<file path="config.mk">
export PLATFORM = sky130hd
export DESIGN_NAME = fft_sample_collector
export DESIGN_NICKNAME = d
export VERILOG_FILES = /design/src/rtl/fft32_pkg.sv /design/src/rtl/fft_sample_collector.sv
export SDC_FILE = /design/constraint.sdc
export NUM_CORES = 1
export LEC_CHECK = 0
export ABC_AREA = 1
export CORE_MARGIN = 1
export CORE_UTILIZATION = 46
export DETAILED_ROUTE_END_ITERATION = 8
export PLACE_DENSITY = 0.69
export SYNTH_ARGS = -nofsm -noshare
export SYNTH_HDL_FRONTEND = slang
export SYNTH_SLANG_ARGS = --single-unit
</file>
<file path="constraint.sdc">
create_clock -name clk2 -period 4.46 [get_ports clk2]
set_input_delay 1.338 -clock clk2 [delete_from_list [all_inputs] [get_ports clk2]]
set_output_delay 1.338 -clock clk2 [all_outputs]
set_load 0.02 [all_outputs]
</file>
<file path="src/rtl/fft32_pkg.sv">
// Shared definitions for the 32-point FFT datapath: frame geometry,
// collector state encoding and the default sample type.
package fft32_pkg;

   localparam int N_POINTS          = 32;
   localparam int IDX_W             = 5;
   localparam int IN_ELEMENT_LENGTH = 8;

   typedef enum logic {
      FILL = 1'b0,
      HOLD = 1'b1
   } collector_state_t;

   typedef logic signed [IN_ELEMENT_LENGTH-1:0] sample_t;

   // True when the write index points at the last slot of a frame.
   function automatic logic is_last_idx(input logic [IDX_W-1:0] idx);
      return idx == IDX_W'(N_POINTS - 1);
   endfunction

endpackage

</file>
<file path="src/rtl/fft_sample_collector.sv">
// Serial-to-parallel front end of the 32-point FFT: gathers samples
// into a shadow buffer and hands each complete frame to a held output
// bank with a one-cycle EN strobe. While the FFT core is busy with a
// completed frame, the collector parks in HOLD and back-pressures.
module fft_sample_collector
   import fft32_pkg::*;
#(
   parameter int IN_ELEMENT_LENGTH = 8
) (
   input  logic                                clk2,
   input  logic                                rst_n,
   input  logic signed [IN_ELEMENT_LENGTH-1:0] sample_in,
   input  logic                                sample_valid,
   output logic                                sample_ready,
   input  logic                                frame_sync,
   input  logic                                fft_ready,
   output logic signed [IN_ELEMENT_LENGTH-1:0] out_0,
   output logic signed [IN_ELEMENT_LENGTH-1:0] out_1,
   output logic signed [IN_ELEMENT_LENGTH-1:0] out_2,
   output logic signed [IN_ELEMENT_LENGTH-1:0] out_3,
   output logic signed [IN_ELEMENT_LENGTH-1:0] out_4,
   output logic signed [IN_ELEMENT_LENGTH-1:0] out_5,
   output logic signed [IN_ELEMENT_LENGTH-1:0] out_6,
   output logic signed [IN_ELEMENT_LENGTH-1:0] out_7,
   output logic signed [IN_ELEMENT_LENGTH-1:0] out_8,
   output logic signed [IN_ELEMENT_LENGTH-1:0] out_9,
   output logic signed [IN_ELEMENT_LENGTH-1:0] out_10,
   output logic signed [IN_ELEMENT_LENGTH-1:0] out_11,
   output logic signed [IN_ELEMENT_LENGTH-1:0] out_12,
   output logic signed [IN_ELEMENT_LENGTH-1:0] out_13,
   output logic signed [IN_ELEMENT_LENGTH-1:0] out_14,
   output logic signed [IN_ELEMENT_LENGTH-1:0] out_15,
   output logic signed [IN_ELEMENT_LENGTH-1:0] out_16,
   output logic signed [IN_ELEMENT_LENGTH-1:0] out_17,
   output logic signed [IN_ELEMENT_LENGTH-1:0] out_18,
   output logic signed [IN_ELEMENT_LENGTH-1:0] out_19,
   output logic signed [IN_ELEMENT_LENGTH-1:0] out_20,
   output logic signed [IN_ELEMENT_LENGTH-1:0] out_21,
   output logic signed [IN_ELEMENT_LENGTH-1:0] out_22,
   output logic signed [IN_ELEMENT_LENGTH-1:0] out_23,
   output logic signed [IN_ELEMENT_LENGTH-1:0] out_24,
   output logic signed [IN_ELEMENT_LENGTH-1:0] out_25,
   output logic signed [IN_ELEMENT_LENGTH-1:0] out_26,
   output logic signed [IN_ELEMENT_LENGTH-1:0] out_27,
   output logic signed [IN_ELEMENT_LENGTH-1:0] out_28,
   output logic signed [IN_ELEMENT_LENGTH-1:0] out_29,
   output logic signed [IN_ELEMENT_LENGTH-1:0] out_30,
   output logic signed [IN_ELEMENT_LENGTH-1:0] out_31,
   output logic                                EN,
   output logic                                sync_err
);

   collector_state_t                    state_q;
   logic [IDX_W-1:0]                    wr_idx_q;
   logic signed [IN_ELEMENT_LENGTH-1:0] shadow_q [N_POINTS];
   logic signed [IN_ELEMENT_LENGTH-1:0] bank_q   [N_POINTS];
   logic signed [IN_ELEMENT_LENGTH-1:0] frame_d  [N_POINTS];
   logic                                en_q;
   logic                                sync_err_q;

   logic                                xfer;
   logic [IDX_W-1:0]                    wr_ptr;

   // Ready depends on state alone so the source never sees a loop
   // through sample_valid or fft_ready.
   assign sample_ready = (state_q == FILL);
   assign xfer         = sample_valid && sample_ready;

   // A frame_sync sample always lands in slot 0, restarting the frame.
   assign wr_ptr = frame_sync ? '0 : wr_idx_q;

   // Frame image presented to the output bank: in FILL the last sample
   // bypasses the shadow so the bank updates on the accepting edge; in
   // HOLD the last sample was already parked in shadow slot 31.
   always_comb begin
      for (int k = 0; k < N_POINTS; k++) begin
         frame_d[k] = shadow_q[k];
      end
      if (state_q == FILL) begin
         frame_d[N_POINTS-1] = sample_in;
      end
   end

   // Shadow buffer: plain storage, one indexed write per accepted sample.
   // Not reset: stale content is unreachable once wr_idx returns to 0.
   always_ff @(posedge clk2) begin
      if (xfer) begin
         shadow_q[wr_ptr] <= sample_in;
      end
   end

   // Collector FSM with registered bank, EN and sync_err.
   always_ff @(posedge clk2 or negedge rst_n) begin
      if (!rst_n) begin
         state_q    <= FILL;
         wr_idx_q   <= '0;
         en_q       <= 1'b0;
         sync_err_q <= 1'b0;
         for (int k = 0; k < N_POINTS; k++) begin
            bank_q[k] <= '0;
         end
      end else begin
         en_q       <= 1'b0;
         sync_err_q <= 1'b0;
         case (state_q)
            FILL: begin
               if (xfer) begin
                  if (frame_sync) begin
                     // Restart; anything already collected is dropped.
                     wr_idx_q   <= IDX_W'(1);
                     sync_err_q <= (wr_idx_q != '0);
                  end else if (is_last_idx(wr_idx_q)) begin
                     if (fft_ready) begin
                        bank_q   <= frame_d;
                        en_q     <= 1'b1;
                        wr_idx_q <= '0;
                     end else begin
                        state_q  <= HOLD;
                     end
                  end else begin
                     wr_idx_q <= wr_idx_q + 1'b1;
                  end
               end
            end
            HOLD: begin
               if (fft_ready) begin
                  bank_q   <= frame_d;
                  en_q     <= 1'b1;
                  wr_idx_q <= '0;
                  state_q  <= FILL;
               end
            end
            default: begin
               state_q <= FILL;
            end
         endcase
      end
   end

   assign EN       = en_q;
   assign sync_err = sync_err_q;

   assign out_0  = bank_q[0];
   assign out_1  = bank_q[1];
   assign out_2  = bank_q[2];
   assign out_3  = bank_q[3];
   assign out_4  = bank_q[4];
   assign out_5  = bank_q[5];
   assign out_6  = bank_q[6];
   assign out_7  = bank_q[7];
   assign out_8  = bank_q[8];
   assign out_9  = bank_q[9];
   assign out_10 = bank_q[10];
   assign out_11 = bank_q[11];
   assign out_12 = bank_q[12];
   assign out_13 = bank_q[13];
   assign out_14 = bank_q[14];
   assign out_15 = bank_q[15];
   assign out_16 = bank_q[16];
   assign out_17 = bank_q[17];
   assign out_18 = bank_q[18];
   assign out_19 = bank_q[19];
   assign out_20 = bank_q[20];
   assign out_21 = bank_q[21];
   assign out_22 = bank_q[22];
   assign out_23 = bank_q[23];
   assign out_24 = bank_q[24];
   assign out_25 = bank_q[25];
   assign out_26 = bank_q[26];
   assign out_27 = bank_q[27];
   assign out_28 = bank_q[28];
   assign out_29 = bank_q[29];
   assign out_30 = bank_q[30];
   assign out_31 = bank_q[31];

endmodule

</file>
==> results of run 1 <==
==> cell usage after synthesis (all sizes together) <==
| library cell | count | share of area |
|---|---|---|
| o21ai | 24 | 0.0067 |
| a31oi | 1 | 0.00034 |
| dfrtp | 264 | 0.36 |
| a21oi | 1 | 0.00027 |
| nor3 | 1 | 0.00027 |
| ha | 4 | 0.0027 |
| o211ai | 1 | 0.00041 |
| nand3 | 255 | 0.069 |
| nor2 | 47 | 0.0097 |
| inv | 11 | 0.0022 |
| buf | 81 | 0.022 |
| nand4 | 2 | 0.00068 |
| or2 | 8 | 0.0027 |
| nand2 | 535 | 0.11 |
| clkbuf | 6 | 0.0012 |
| nor3b | 1 | 0.00041 |
| edfxtp | 256 | 0.42 |
==> worst max-delay path by stage <==
stage / startpoint / endpoint / slack (ns) / cells past startpoint
floorplan: frame_sync / shadow_q[15][0]$_DFFE_PP_ / 1.81 / 6
global placement: frame_sync / shadow_q[25][3]$_DFFE_PP_ / 0.63 / 4
detailed placement: frame_sync / shadow_q[25][5]$_DFFE_PP_ / 0.64 / 4
CTS: state_q$_DFF_PN0_ / sample_ready / 1.05 / 2
global route: state_q$_DFF_PN0_ / sample_ready / 1.00 / 2
finish: state_q$_DFF_PN0_ / sample_ready / 1.08 / 2
==> area by class of cell <==
type / instances / area [µm²] / area share
sequential: 520 / 14300 / 0.610
clock inverter: 17 / 205 / 0.00875
clock buffer: 79 / 1520 / 0.0649
inverter: 11 / 41.3 / 0.00176
tap: 525 / 657 / 0.0280
timing repair buffer: 303 / 2980 / 0.127
multi-input combinational: 880 / 3750 / 0.160
==> critical path, stage by stage (launching register included) <==
cell and delay, ns:
dfrtp_1 0.49, inv_2 0.26, clkdlybuf4s50_1 0.70
==> per-stage QoR <==
| step | instance area (µm²) | worst slack (ns) | util | hold slack (ns) |
|---|---|---|---|---|
| 2_1_floorplan | 18500 | 1.81 | - | 0.456 |
| 4_1_cts | 23500 | 1.05 | 0.590 | 0.472 |
| 6_report | 23500 | 1.08 | 0.590 | 0.466 |
| 3_5_place_dp | 21700 | 0.643 | 0.547 | 0.457 |
| 5_1_grt | 23500 | 1.00 | 0.590 | 0.489 |
| 3_3_place_gp | 21700 | 0.635 | 0.547 | 0.453 |
==> power groups by stage <==
stage                     clock [mW]  combinational [mW]  sequential [mW]
final                           4.35               0.470             5.18
after global routing            4.63               0.512             5.18
after CTS                       4.45               0.481             5.18
after detailed placement           0               0.480             5.27
after global placement             0               0.472             5.27
after floorplan                    0               0.116             5.33
==> cells by family after synthesis <==
kind of cell               Yosys count
DFF                                520
and+or+nand+nor                    849
adders and majority gates            4
AOI/OAI and AO/OA                   27
buffers and inverters               98
==> placed cells by master (no fill, tap or decap), drive strengths merged <==
cell and count:
a21oi 1, a31oi 1, buf 41, bufinv 4, clkbuf 79, clkdlybuf4s50 262, clkinv 9, clkinvlp 3
dfrtp 264, edfxtp 256, ha 4, inv 12, nand2 535, nand3 255, nand4 2, nor2 47
nor3 1, nor3b 1, o211ai 1, o21ai 24, or2 8
==> metal layers <==
| layer | up-vias | GRT usage | part of all wire |
|---|---|---|---|
| met2 | 396 | 0.367 | 0.48 |
| met5 | - | 0 | 0 |
| met1 | 5924 | 0.310 | 0.42 |
| met3 | 75 | 0.0465 | 0.067 |
| li1 | 5576 | - | - |
| met4 | 0 | 0.0747 | 0.025 |
==> impl_results.md, run 1 <==
* Largest register by flop count: shadow_q
* Via count of the routed design at 12000
* Vias/cell at 5.13
* Reported net switching power at 2.14 mW
* Largest net degree at the start of global routing at 249
* Crit-path max FO at 13
* Sw Share at 0.214
* Fillers at 3201
* Diode count at 0
* Min Tclk post-route at 3.38 ns
* # hold bufs at CTS at 0
* Combinational share of power at 0.047
* Largest register FFs at 256
* Flop2flop setup slack at 1.56 ns
* Setup Buffers After CTS at 0
* Hold path endpoint: out_22[7]$_DFFE_PN0P_
* Pwr Total at approximately 10 mW
* WL/cell at roughly 20 µm
* Pint at ~7.9 mW
* Nature of the critical path startpoint: flip-flop
* TritonCTS clock tree: yes
* Drt drc at 0
* Routed Antenna Nets at 0
* Latest clock arrival within the worst-skew pair at 0.59 ns
* Tot GR Track Use at 0.227
* Final Cycle Share at 0.758
* Gate Count Post-Synth at between 1000 and 1500
* Clk pwr share at 0.435
* Layout area overhead at 26.8%
* WP data required at approximately 3.1 ns
* Crit Path Category: reg -> out
* Core footprint at approximately 40000 µm²
* VDD IR-drop max at around 370 µV
* Distinct cells, synth at 21
* Peak Freq at 296 MHz
* Register bit total from synthesis at 520
* Buffers on Ports at 271
* Reg-to-Reg Start: wr_idx_q[0]$_DFFE_PN0N_
* CTS sink count at 520
* R2R cell count at 9
* Initial Util at 0.465
* Sequential fraction of the synthesis area at 0.773
* Post-cts sizing count at 0
* Synth Net Count at between 1500 and 2000
* Max_cap viols at 0
* Post-synthesis cell area at 18500 µm²
* Leakage power at roughly 10 nW
* Final Wtd Congestion at ~0.83
* Die X at a little over 200 µm
* Hold Vio Cnt, Final at 0
* RSZ-0062 raised after global routing: false
* Fin Setup TNS at 0 ns
* Terminus of the critical flop-to-flop path: out_25[5]$_DFFE_PN0P_
* Final Max Slew Viols at 0
* Worst Max-Slew Pin Slew at 1.48 ns
* Crit. End Element: primary output
* Hold Startpoint: out_22[7]$_DFFE_PN0P_
* CTS Buf Count at between 50 and 60
* Die ar. at a little over 40000 µm²
* Post-synthesis xor/xnor area fraction at 0
* Initial detailed-routing violation count at slightly above 800
* Dpl hpwl at 25.7 mm
* Worst min path class: reg -> reg
* H-tree depth at 2
* Dpl cells at 2239
* Clock-pin slew on the worst setup and hold paths at 0.06 ns
* Simple-Gate Fraction of Synth Area at 0.191
* Hold Path Depth at 2
* Routed Wire Length at roughly 46 mm
* Layout cells sized above 1 at 0.0735
* Synth Warn # at 0
* Largest family of logic cells by synthesized area: simple AND/OR/NAND/NOR gates
* Status: complete, no violations
* Num rows at between 70 and 80
* Mux share of post-synthesis cell area at 0
* Via count of the first global-routing pass at around 12000
* Worst Clk Skew at ~0.024 ns
* Fin cells at roughly 2300
* Critical Path AT at 2.04 ns
* Layout net count at around 1800
* Root Driver: clkbuf_16
* Top-level I/O count at around 270
* Grt ovf at 0
* Synth Area per Inst at 12.3 µm²
* Power per cell area at around 430 nW/µm²
* Compound-Gate Fraction of Synth Area at 0.00771
* Longest Clk Path Bufs at 3
* Final setup violating endpoints at 0
* Worst rel slew slack at 0.0164
* First-pass GRT wire length at 70.7 mm
* Die Y at slightly above 200 µm
* Initial antenna violation count at 0
* Synth Area in Adders at 0.00271
* Sequential share of power at 0.518
* TritonRoute pass-1 iters at 5
No activity file was read; power rests on OpenSTA's default activity.
==> run 2, diff against run 1 <==
--- a/config.mk
+++ b/config.mk
@@ -9,7 +9,7 @@
 export CORE_MARGIN = 1
 export CORE_UTILIZATION = 46
 export DETAILED_ROUTE_END_ITERATION = 8
-export PLACE_DENSITY = 0.69
+export PLACE_DENSITY = 0.72
 export SYNTH_ARGS = -nofsm -noshare
 export SYNTH_HDL_FRONTEND = slang
 export SYNTH_SLANG_ARGS = --single-unit
==> constraint.sdc (replaced) <==
create_clock -name clk2 -period 2.9 [get_ports clk2]
set_input_delay 0.87 -clock clk2 [delete_from_list [all_inputs] [get_ports clk2]]
set_output_delay 0.87 -clock clk2 [all_outputs]
set_load 0.02 [all_outputs]
==> impl_results.md, run 2 (synthesis results as in run 1) <==
* VDD IR-drop max at 457 µV
* WP depth at 2
* Diode count at 0
* Fin Setup TNS at 0 ns
* Setup Buffers After CTS at 0
* Grt ovf at 0
* WL/cell at between 15 and 20 µm
* Crit path to: sample_ready
* Vias/cell at just over 5
* Die Y at about 200 µm
* Worst min path class: in -> async
* Crit. End Element: primary output
* RSZ-0062 raised after global routing: false
* Leakage power at around 10 nW
* Layout net count at between 1500 and 2000
* Worst rel slew slack at 0.517
* Sequential share of power at 0.528
* Worst Max-Slew Pin Slew at about 0.72 ns
* Reg-to-Reg Start: wr_idx_q[0]$_DFFE_PN0N_
* CP Buf/Inv Count at 2
* Routed Antenna Nets at 0
* CP max stage cell: clkdlybuf4s50_1
* Final setup violating endpoints at 0
* Routed Wire Length at 46.0 mm
* Peak Freq at roughly 370 MHz
* Tot GR Track Use at 0.229
* Drt drc at 0
* # hold bufs at CTS at 0
* Most common cell after layout, fill and taps aside: nand2_1
* Largest register by flop count: shadow_q
* Top Family by Delay on Critical Path: buffers and inverters
* H-tree depth at 2
* Final Wtd Congestion at between 0.9 and 1
* Power per cell area at 637 nW/µm²
* Final Cycle Share at 0.930
* Min Tclk post-route at 2.70 ns
* Die X at about 200 µm
* Num rows at between 70 and 80
* CP cell instances: inv_2 -> clkdlybuf4s50_1
* Layout area overhead at 28.1%
* Root Driver: clkbuf_16
* Crit-path max FO at 11
* Status: complete, no violations
* Pwr Total at 15.1 mW
* Sw Share at 0.217
* Via count of the first global-routing pass at 12000
* Layout cells sized above 1 at 0.0864
* Nature of the critical path startpoint: flip-flop
* Largest stage delay, worst path at around 0.63 ns
* WP data required at just over 2 ns
* Largest register FFs at approximately 260
* TritonCTS clock tree: yes
* Top-level I/O count at 272
* Terminus of the critical flop-to-flop path: out_31[0]$_DFFE_PN0P_
* Dpl hpwl at between 20 and 30 mm
* Reported net switching power at roughly 3.3 mW
* Largest net degree at the start of global routing at about 140
* CTS Buf Count at 50
* WHS at between 0.2 and 0.25 ns
* Via count of the routed design at 12200
* Initial Util at 0.465
* Initial antenna violation count at 1
* Most frequent cells in the layout: 534 x nand2_1, 264 x dfrtp_1, 262 x clkdlybuf4s50_1
* Longest Clk Path Bufs at 3
* R2R cell count at 10
* TritonRoute pass-1 iters at 5
* Clk pwr share at 0.422
* Hold Vio Cnt, Final at 0
* Worst Clk Skew at roughly 0.015 ns
* First-pass GRT wire length at roughly 71 mm
* Crit Path Category: reg -> out
* Final Max Slew Viols at 0
* Clock-pin slew on the worst setup and hold paths at about 0.060 ns
* Buffers on Ports at roughly 270
* CP startpoint: state_q$_DFF_PN0_
* Latest clock arrival within the worst-skew pair at 0.58 ns
* CTS sink count at 520
* Max_cap viols at 0
* Post-cts sizing count at 0
* Flop2flop setup slack at between 0.5 and 0.6 ns
* Initial detailed-routing violation count at approximately 940
* Fillers at 3161
* Combinational share of power at 0.050
* Die ar. at 41000 µm²
* Critical Path AT at roughly 1.8 ns
* Pint at 11.8 mW
* Core footprint at 39700 µm²
[run 2: cell count changes in the layout (fill, tap and decap cells not counted)]
cell,change
clkinv_8,-1
bufinv_16,-1
clkbuf_1,+5
buf_12,+8
clkbuf_16,-1
clkbuf_8,-6
buf_4,+26
clkinv_2,-1
clkinv_4,+2
[run 2: worst min path at each step]
| stage | to | cells past startpoint | slack [ns] | startpoint |
|---|---|---|---|---|
| finish | out_5[4]$_DFFE_PN0P_ | 1 | 0.21 | rst_n |
| global route | out_6[3]$_DFFE_PN0P_ | 1 | 0.23 | rst_n |
| CTS | out_5[3]$_DFFE_PN0P_ | 1 | 0.19 | rst_n |
| detailed placement | out_12[4]$_DFFE_PN0P_ | 2 | 0.46 | out_12[4]$_DFFE_PN0P_ |
| global placement | out_6[5]$_DFFE_PN0P_ | 2 | 0.45 | out_6[5]$_DFFE_PN0P_ |
| floorplan | out_0[0]$_DFFE_PN0P_ | 2 | 0.46 | shadow_q[0][0]$_DFFE_PP_ |
[run 2: worst register-to-register path, stage by stage, from the launching register on]
cell and delay [ns]:
dfrtp_1 0.43, ha_1 0.21, nand2_1 0.08, nor2_1 0.18, ha_1 0.28, inv_2 0.09
o21ai_4 0.25, nand2_4 0.11, buf_12 0.26, nand2_1 0.25, o21ai_1 0.07
[run 2: cell type report]
class                      instances  area (µm²)  share of cell area
timing repair buffer             337        3340               0.141
inverter                          11        41.3             0.00174
clock inverter                    16         171             0.00724
sequential                       520       14300               0.604
clock buffer                      77        1430              0.0605
tap                              525         657              0.0277
multi-input combinational        880        3750               0.158
[run 2: per-stage QoR]
step                      cell area (µm²)   util  std cells  worst slack [ns]
after floorplan                     18500      -       1498             0.715
after global placement              22100  0.556       2273             0.173
after detailed placement            22100  0.556       2273             0.158
after CTS                           23700  0.596       2366             0.186
after global routing                23700  0.596       2366             0.163
final                               23700  0.596       2366             0.204
[run 2: metal layers]
layer / vias up / share of wire / global-route usage
met1: 6042 / 0.44 / 0.333
li1: 5637 / - / -
met2: 447 / 0.47 / 0.356
met4: 0 / 0.021 / 0.0663
met3: 66 / 0.068 / 0.0396
met5: - / 0 / 0
[run 2: power groups by stage]
stage | Combinational (mW) | Clock (mW) | Sequential [mW]
2_1_floorplan | 0.178 | 0 | 8.20
3_3_place_gp | 0.761 | 0 | 8.11
3_5_place_dp | 0.772 | 0 | 8.11
4_1_cts | 0.775 | 6.49 | 7.96
5_1_grt | 0.826 | 6.79 | 7.97
6_report | 0.760 | 6.36 | 7.96
